$ cat config.mk
export PLATFORM = sky130hd
export DESIGN_NAME = hex_page_ctrl
export DESIGN_NICKNAME = d
export VERILOG_FILES = /design/src/rtl/hex_page_ctrl.sv
export SDC_FILE = /design/constraint.sdc
export NUM_CORES = 1
export LEC_CHECK = 0
export ABC_AREA = 0
export ABC_CLOCK_PERIOD_IN_PS = 2200
export CELL_PAD_IN_SITES_DETAIL_PLACEMENT = 1
export CELL_PAD_IN_SITES_GLOBAL_PLACEMENT = 1
export CORE_UTILIZATION = 32
export CTS_CLUSTER_DIAMETER = 100
export DETAILED_ROUTE_END_ITERATION = 16
export GPL_ROUTABILITY_DRIVEN = 1
export PLACE_DENSITY_LB_ADDON = 0.1
export RECOVER_POWER = 100
export SYNTH_ARGS = -nofsm -noshare
export SYNTH_HDL_FRONTEND = slang
export SYNTH_SLANG_ARGS = --single-unit
$ cat constraint.sdc
create_clock -name clock -period 2.2 [get_ports clock]
set_input_delay 0.22 -clock clock [delete_from_list [all_inputs] [get_ports clock]]
set_output_delay 0.22 -clock clock [all_outputs]
set_load 0.05 [all_outputs]
$ cat src/rtl/hex_page_ctrl.sv
// Paged seven-segment controller: operand channel on the left field, held write-back capture on the right.
// Define HEX_PAGE_LZB_EN to enable leading-zero blanking of the left field.
module hex_page_ctrl #(
  parameter int DIGITS = 8,
  parameter int DATA_W = 16,
  parameter int NCH    = 4,
  parameter int DWELL  = 50000000,
  parameter int HOLD   = 100000000
) (
  input  logic                                   clock,
  input  logic                                   reset_n,
  input  logic                                   esc_reg,
  input  logic [NCH*DATA_W-1:0]                  chan_data,
  input  logic [DATA_W-1:0]                      dado,
  input  logic                                   mode_auto,
  input  logic [((NCH > 2) ? $clog2(NCH) : 1)-1:0] page_sel,
  output logic                                   sinal,
  output logic [DIGITS-1:0]                      modo,
  output logic [4*DIGITS-1:0]                    display
);

  localparam int PW     = (NCH > 2) ? $clog2(NCH) : 1;
  localparam int DW     = (DWELL > 1) ? $clog2(DWELL) : 1;
  localparam int HW     = (HOLD > 1) ? $clog2(HOLD) : 1;
  localparam int LEFT_W = 2 * DIGITS;
  localparam int H      = DIGITS / 2;

  logic [PW-1:0]      page_q, page_d;
  logic [DW-1:0]      dwell_q, dwell_d;
  logic               mode_prev_q, mode_prev_d;
  logic [HW-1:0]      hold_q, hold_d;
  logic [DATA_W-1:0]  shadow_q, shadow_d;
  logic               esc_prev_q, esc_prev_d;
  logic               sinal_q, sinal_d;
  logic [DIGITS-1:0]  modo_q, modo_d;
  logic [4*DIGITS-1:0] display_q, display_d;

  logic [DATA_W-1:0]  ch;
  logic [LEFT_W-1:0]  left, right;
  logic [H-1:0]       lmask;

  always_comb begin
    page_d      = page_q;
    dwell_d     = dwell_q;
    mode_prev_d = mode_auto;
    if (!mode_auto) begin
      dwell_d = '0;
      page_d  = (int'(page_sel) >= NCH) ? PW'(NCH - 1) : page_sel;
    end else if (!mode_prev_q) begin
      dwell_d = '0;
    end else if (dwell_q == DW'(DWELL - 1)) begin
      dwell_d = '0;
      page_d  = (page_q == PW'(NCH - 1)) ? '0 : page_q + PW'(1);
    end else begin
      dwell_d = dwell_q + DW'(1);
    end
  end

  always_comb begin
    esc_prev_d = esc_reg;
    shadow_d   = shadow_q;
    hold_d     = hold_q;
    sinal_d    = sinal_q;
    // A fresh edge wins over expiry, so a retrigger on the last held cycle extends the hold.
    if (esc_reg && !esc_prev_q) begin
      shadow_d = dado;
      hold_d   = HW'(HOLD - 1);
      sinal_d  = 1'b1;
    end else if (sinal_q) begin
      if (hold_q == '0) sinal_d = 1'b0;
      else              hold_d  = hold_q - HW'(1);
    end
  end

  always_comb begin
    ch = '0;
    for (int unsigned k = 0; k < NCH; k++) begin
      if (PW'(k) == page_d) ch = chan_data[k*DATA_W +: DATA_W];
    end
    left  = '0;
    right = '0;
    for (int unsigned b = 0; b < LEFT_W && b < DATA_W; b++) begin
      left[b]  = ch[b];
      right[b] = shadow_d[b];
    end
`ifdef HEX_PAGE_LZB_EN
    begin : lzb
      logic seen;
      int unsigned idx;
      seen = 1'b0;
      for (int unsigned j = 0; j < H; j++) begin
        idx = H - 1 - j;
        if (left[idx*4 +: 4] != '0 || idx == 0) seen = 1'b1;
        lmask[idx] = seen;
        if (!seen) left[idx*4 +: 4] = '0;
      end
    end
`else
    lmask = '1;
`endif
    display_d = {left, sinal_d ? right : {LEFT_W{1'b0}}};
    modo_d    = {lmask, {H{sinal_d}}};
  end

  always_ff @(posedge clock) begin
    if (!reset_n) begin
      page_q      <= '0;
      dwell_q     <= '0;
      mode_prev_q <= 1'b0;
      hold_q      <= '0;
      shadow_q    <= '0;
      esc_prev_q  <= 1'b0;
      sinal_q     <= 1'b0;
      modo_q      <= '0;
      display_q   <= '0;
    end else begin
      page_q      <= page_d;
      dwell_q     <= dwell_d;
      mode_prev_q <= mode_prev_d;
      hold_q      <= hold_d;
      shadow_q    <= shadow_d;
      esc_prev_q  <= esc_prev_d;
      sinal_q     <= sinal_d;
      modo_q      <= modo_d;
      display_q   <= display_d;
    end
  end

  assign sinal   = sinal_q;
  assign modo    = modo_q;
  assign display = display_q;

endmodule

==> metrics.md, run 1 <==
| Metric | Value |
|---|---|
| Largest net degree at the start of global routing | 51 |
| Via count | 4058 |
| Vias per cell | between 4 and 5 |
| Post-synth EDFFs | 0 |
| Mux cell area share after synthesis | 0.0747 |
| Drt first pass iters | 4 |
| Syn_area_per_cell | a little under 10 sq um |
| Root Driver | clkbuf_16 |
| Starting Density | 0.328 |
| Final core utilization | 0.498 |
| M3 GR Usage | 0.0456 |
| Nets@finish | 719 |
| Final hold vios | 0 |
| M1 GR Usage | 0.221 |
| Endpoints failing setup | 1 |
| Actual slew at the worst max-slew pin | approximately 0.56 ns |
| Post-Route WL | between 10 and 15 mm |
| Max VDD drop | 0.355 mV |
| Hold Path Class | input port to register |
| ANT cells | 0 |
| Placed insts | ~790 |
| Drt initial violations | 122 |
| Synth cell types | 45 |
| ANT nets after route | 0 |
| Critical Path AT | 2.43 ns |
| Clock sink count | approximately 110 |
| Met2 Resource Use GR | 0.317 |
| # rows | 43 |
| Syn nets | between 500 and 600 |
| Commonest cells post-synth | dfxtp_1 (107), nor2_1 (58), mux2i_1 (34) |
| Die footprint | around 15000 sq um |
| Global-route wire length before repair | ~21 mm |
| Synth Area in Adders | 0.00824 |
| Final Skew | ~0.012 ns |
| Synth area leader | dfxtp_1 |
| Tcrit/Tclk final | 1.00 |
| Die Span X | about 120 microns |
| Post-synthesis simple-gate area fraction | 0.208 |
| Max_cap viols | 0 |
| Routed len/inst | 16.3 microns |
| Final Total Pwr | 4.75 mW |
| # IOs | around 130 |
| Synth warn | 0 |
| Clk_lat worst skew | around 0.36 ns |
| Total Routing Usage GR | 0.183 |
| Die height | roughly 120 microns |
| Leakage power | 2.53 nW |
| TritonCTS buffer count | 9 |
| Sum Neg Setup Slack | -0.00634 ns |
| R2r setup slk | -0.006 ns |
| Fmax | around 450 MHz |
| Primary FF master, synth | dfxtp_1 |
| CP max FO | 4 |
| Seq/Total Area, Yosys | 0.470 |
| Most frequent cell after synthesis | dfxtp_1 |
| Core area | around 14000 sq um |
| Cell Area, Synth | between 4000 and 5000 sq um |
| Period minus WS final | ~2.2 ns |
| Xor and xnor area share after synthesis | 0.0827 |
| GRT overflow | 0 |
| Compound-gate portion of the synthesized area | 0.109 |
| Ranking of synthesized cells by area | dfxtp_1 (47%), mux2i_1 (7.5%), a32oi_1 (6.2%), nor2_1 (4.8%), xnor2_1 (4.4%) |
| P&R area growth vs syn | 51.6% |
| Number of buffers added on ports | around 130 |
| Crit. End Element | register |
| CTS tree | yes |
| Largest family of logic cells by synthesized area | simple AND/OR/NAND/NOR gates |
| Filler cell count | between 1.5k and 2k |
| Final Instance Area | between 6000 and 7000 sq um |
| CP required | 2.42 ns |
| H-Tree Depth | 3 |
| FF+latch count, synth | approximately 110 |
| Clock buffer depth | 2 |
| Async S/R FF share, synth | 0 |
| RSZ-0062 raised after global routing | yes |
| Reg clk slew, reported paths | 0.08 ns |
| Startpoint Class | register |
| Final Max Slew Viols | 0 |
| Drc violations | 0 |
| Status | finished, violations left |
| GPL Wtd Cong | approximately 0.75 |
| Fin cells | slightly above 800 |
| PnR worst setup slack | -0.00634 ns |
| Slew headroom | 0.621 |
| Area post-placement | roughly 6300 sq um |
| Layout cell share with drive strength beyond 1 | 0.194 |
| Top-area cell type share of the netlist area | 0.470 |
| Initial antenna violation count | 0 |
| PwrDens | around 690 nW/um^2 |
| Crit path kind | register to register |
| Worst slack at placement | -0.0607 ns |
| Failing checks | negative setup slack |
| Vias in the first global route | 4138 |
| Hpwl dp | 9.14 mm |
| GRT Max-Usage Layer | met2 |
| Worst hold margin | 0.480 ns |
| Mapped Cells | about 470 |
[layout make-up]
cell class                      count  area (sq um)  share of cell area
Clock buffer                        9           225              0.0326
Inverter                            6          22.5             0.00326
Timing Repair Buffer              184          1800               0.261
Tap cell                          180           225              0.0326
Clock inverter                      7          76.3              0.0111
Multi-Input combinational cell    322          2410               0.348
Sequential cell                   107          2150               0.312
[critical path, stage by stage, from the launching register on]
cell	delay [ns]
dfxtp_2	0.32
or4_4	0.53
or3_4	0.39
buf_6	0.14
o311ai_4	0.24
buf_4	0.17
nor3_1	0.05
xnor2_1	0.15
a21oi_1	0.08
[report_power, final]
part           switching, mW  leakage [nW]  total, mW  internal (mW)
combinational          0.538          1.50       1.01          0.474
sequential            0.0547         0.881       2.10           2.04
clock                  0.829         0.150       1.64          0.816
total                   1.42          2.53       4.75           3.33
[cell usage in the layout (no fill, tap or decap), drive strengths merged, types with 16 or more instances in the layout]
| master | synthesis | routed |
|---|---|---|
| mux2i | 34 | 34 |
| nand2 | 16 | 16 |
| a21oi | 19 | 19 |
| xnor2 | 23 | 23 |
| a32oi | 32 | 32 |
| xor2 | 20 | 20 |
| dfxtp | 107 | 107 |
| clkdlybuf4s50 | 0 | 125 |
| nor2 | 59 | 60 |
| buf | 16 | 57 |
| nor3 | 30 | 30 |
[registers in the layout, summed over array words and instances, names as in the netlist]
signal / cells
mode_prev_q: 1
hold_q: 27
display: 32
shadow_q: 16
esc_prev_q: 1
page_q: 2
modo: 2
dwell_q: 26
[final timing paths]
path,to,cells after the start,start
worst max register to register,hold_q[16],8,hold_q[18]
worst min register to register,shadow_q[13],2,shadow_q[13]
worst min-delay path,esc_prev_q,2,esc_reg
worst max-delay path,hold_q[16],8,hold_q[18]
[repair_timing]
action                                  CTS  global route
gates cloned                              2             1
hold endpoints to repair                  0             0
hold buffers                              0             0
pin swaps                                 9            14
resized for setup                        11            35
endpoints found under the setup margin   46            80
setup buffers                             8             3
[per-layer routing]
metal  share of wire  up-vias
li1                -     2002
met1            0.44     1963
met2            0.50       80
met3           0.039       13
met4           0.015        0
met5               0        -
[logic make-up (layout without fill, tap and decap cells)]
kind of cell	Yosys count	in the layout
flip-flops	107	107
buffers and inverters	39	206
adder cells (fa/ha/maj)	3	3
AO/OA/AOI/OAI	66	66
AND/OR/NAND/NOR	175	176
XOR/XNOR	43	43
multiplexers	34	34
(Power assumes the default switching activity.)
==> inputs of run 2 (changes only) <==
--- a/config.mk
+++ b/config.mk
@@ -15,6 +15,7 @@
 export GPL_ROUTABILITY_DRIVEN = 1
 export PLACE_DENSITY_LB_ADDON = 0.1
 export RECOVER_POWER = 100
+export SKIP_LAST_GASP = 1
 export SYNTH_ARGS = -nofsm -noshare
 export SYNTH_HDL_FRONTEND = slang
 export SYNTH_SLANG_ARGS = --single-unit
==> metrics.md, run 2 (same netlist as run 1, synthesis figures left out) <==
| Metric | Value |
|---|---|
| Drc violations | 0 (unchanged) |
| Global-route wire length before repair | 21.1 mm (unchanged) |
| Vias per cell | 4.99 (+0.30%) |
| Critical Path AT | 2.45 ns (+0.02 ns) |
| Stages on the worst setup path | 8 (unchanged) |
| Final hold vios | 0 (unchanged) |
| Sum Neg Setup Slack | -0.0555 ns (-0.0491 ns) |
| Crit-path slowest cell | or4_4 |
| PwrDens | 690 nW/um^2 (+0.27%) |
| HP Start | esc_reg |
| CP max FO | 4 (unchanged) |
| Crit path kind | register to register |
| Largest net degree at the start of global routing | 51 (unchanged) |
| Reg clk slew, reported paths | 0.08 ns (about the same) |
| Most frequent cells in the layout | clkdlybuf4s50_1 (124), dfxtp_1 (99), nor2_1 (57) |
| Reg2Reg Launch Point | hold_q[18] |
| Failing checks | max-capacitance violations, negative setup slack |
| Crit. End Element | register |
| GPL Wtd Cong | 0.754 (unchanged) |
| # IOs | 127 (unchanged) |
| Max FFs per register | 32 (unchanged) |
| Critical Path Sink | hold_q[16] |
| CTS tree | yes |
| Starting Density | 0.328 (unchanged) |
| ANT cells | 0 (unchanged) |
| TritonCTS buffer count | 9 (unchanged) |
| Final Instance Area | 6880 sq um (-0.33%) |
| Root Driver | clkbuf_16 |
| Startpoint Class | register |
| Routed len/inst | 16.2 microns (-0.26%) |
| CP max stage delay | 0.53 ns (about the same) |
| Tcrit/Tclk final | 1.01 (+0.00951) |
| Die Span X | 121 microns (unchanged) |
| # rows | 43 (unchanged) |
| Clock sink count | 107 (unchanged) |
| Final Skew | 0.0124 ns (+0.000741 ns) |
| Die height | 121 microns (unchanged) |
| Drt first pass iters | 4 (unchanged) |
| Final core utilization | 0.496 (-0.00162) |
| Final Total Pwr | 4.75 mW (about the same) |
| Period minus WS final | 2.23 ns (+0.0209 ns) |
| Actual slew at the worst max-slew pin | 1.50 ns (+0.933 ns) |
| Nets@finish | 719 (unchanged) |
| Fmax | 449 MHz (-0.94%) |
| Cell mode on critical path | buf_6 |
| Area post-placement | 6270 sq um (unchanged) |
| Hpwl dp | 9.14 mm (unchanged) |
| Die footprint | 14700 sq um (unchanged) |
| Commonest non-fill, non-tap cell in the layout | clkdlybuf4s50_1 |
| Number of buffers added on ports | 126 (unchanged) |
| Slew headroom | 0.00168 (-0.619) |
| Drt initial violations | 128 (+4.9%) |
| Top delay family on crit path | simple AND/OR/NAND/NOR gates |
| ANT nets after route | 0 (unchanged) |
| Status | finished, violations left |
| Total Routing Usage GR | 0.183 (unchanged) |
| Initial antenna violation count | 0 (unchanged) |
| CP required | 2.42 ns (about the same) |
| R2r endpoint | hold_q[16] |
| R2r setup slk | -0.03 ns (-0.02 ns) |
| Clk_lat worst skew | 0.36 ns (about the same) |
| CP Buf/Inv Count | 2 (unchanged) |
| Layout cell share with drive strength beyond 1 | 0.184 (-0.00945) |
| Worst R2R Path Depth | 8 (unchanged) |
| Hold Path Class | input port to register |
| Max VDD drop | 0.354 mV (-0.40%) |
| Via count | 4070 (+0.30%) |
| CP Cell Sequence | or4_4 > or3_4 > buf_6 > o311ai_4 > buf_6 > nor3_1 > xnor2_1 > a21oi_1 |
| Vias in the first global route | 4138 (unchanged) |
| PnR worst setup slack | -0.0273 ns (-0.0209 ns) |
| Crit path launch | hold_q[18] |
| GRT overflow | 0 (unchanged) |
| Post-Route WL | 13.2 mm (-0.26%) |
| Leakage power | 2.54 nW (+0.21%) |
| Clock buffer depth | 2 (unchanged) |
| H-Tree Depth | 3 (unchanged) |
| RSZ-0062 raised after global routing | yes |
| Final Max Slew Viols | 0 (unchanged) |
| Core area | 13900 sq um (unchanged) |
| Endpoints failing setup | 4 (+3) |
| Max_cap viols | 1 (+1) |
| P&R area growth vs syn | 51.2% |
-- run 2: worst min-delay path by stage --
stage / to / depth (start not counted)
floorplan: modo[6] / 0
global placement: hold_q[17] / 2
detailed placement: shadow_q[13] / 2
CTS: esc_prev_q / 2
global route: esc_prev_q / 2
finish: esc_prev_q / 2
-- run 2: layout make-up --
type	count	area (sq um)
fill	1566	7000
multi-input combinational	322	2380
sequential	107	2150
timing repair buffer	184	1800
clock buffer	9	225
tap	180	225
clock inverter	7	76.3
inverter	6	22.5
-- run 2: routing by layer --
metal  vias up  share of wire  global-route usage
li1       2013              -                   -
met1      1968           0.44               0.221
met2        76           0.51               0.317
met3        13          0.041              0.0456
met4         0          0.015              0.0571
met5         -              0                   0
-- run 2: worst reg2reg max path, stage by stage, from the launching register on --
cell and delay [ns]:
dfxtp_2 0.32, or4_4 0.53, or3_4 0.41, buf_6 0.14, o311ai_4 0.26, buf_6 0.15, nor3_1 0.05, xnor2_1 0.16
a21oi_1 0.08
-- run 2: timing repair --
item                                    4_1_cts  5_1_grt
buffers inserted                              8        3
gates resized for setup                      10       33
endpoints found under the setup margin       46       81
pin swaps                                     8       14
hold buffers                                  0        0
cloned                                        2        1
hold endpoints to repair                      0        0
-- run 2: metrics by stage --
stage	setup WS, ns	std cells	hold WS (ns)
global placement	-0.0309	786	0.459
detailed placement	-0.0607	786	0.479
global route	-0.119	815	0.483
floorplan	0.00659	467	0.248
CTS	-0.0366	812	0.468
finish	-0.0273	815	0.478
-- run 2: power breakdown --
group / total, mW / leakage (nW) / switching (mW) / internal (mW)
sequential: 2.09 / 0.881 / 0.0526 / 2.04
clock: 1.64 / 0.150 / 0.828 / 0.816
combinational: 1.01 / 1.51 / 0.543 / 0.470
total: 4.75 / 2.54 / 1.42 / 3.33
==> inputs of run 3 (changes only) <==
--- a/config.mk
+++ b/config.mk
@@ -13,6 +13,7 @@
 export CTS_CLUSTER_DIAMETER = 100
 export DETAILED_ROUTE_END_ITERATION = 16
 export GPL_ROUTABILITY_DRIVEN = 1
+export HOLD_SLACK_MARGIN = 0.12
 export PLACE_DENSITY_LB_ADDON = 0.1
 export RECOVER_POWER = 100
 export SKIP_LAST_GASP = 1
==> results of run 3 <==
Same layout as run 2: the final DEF is identical, and so are final timing and power.
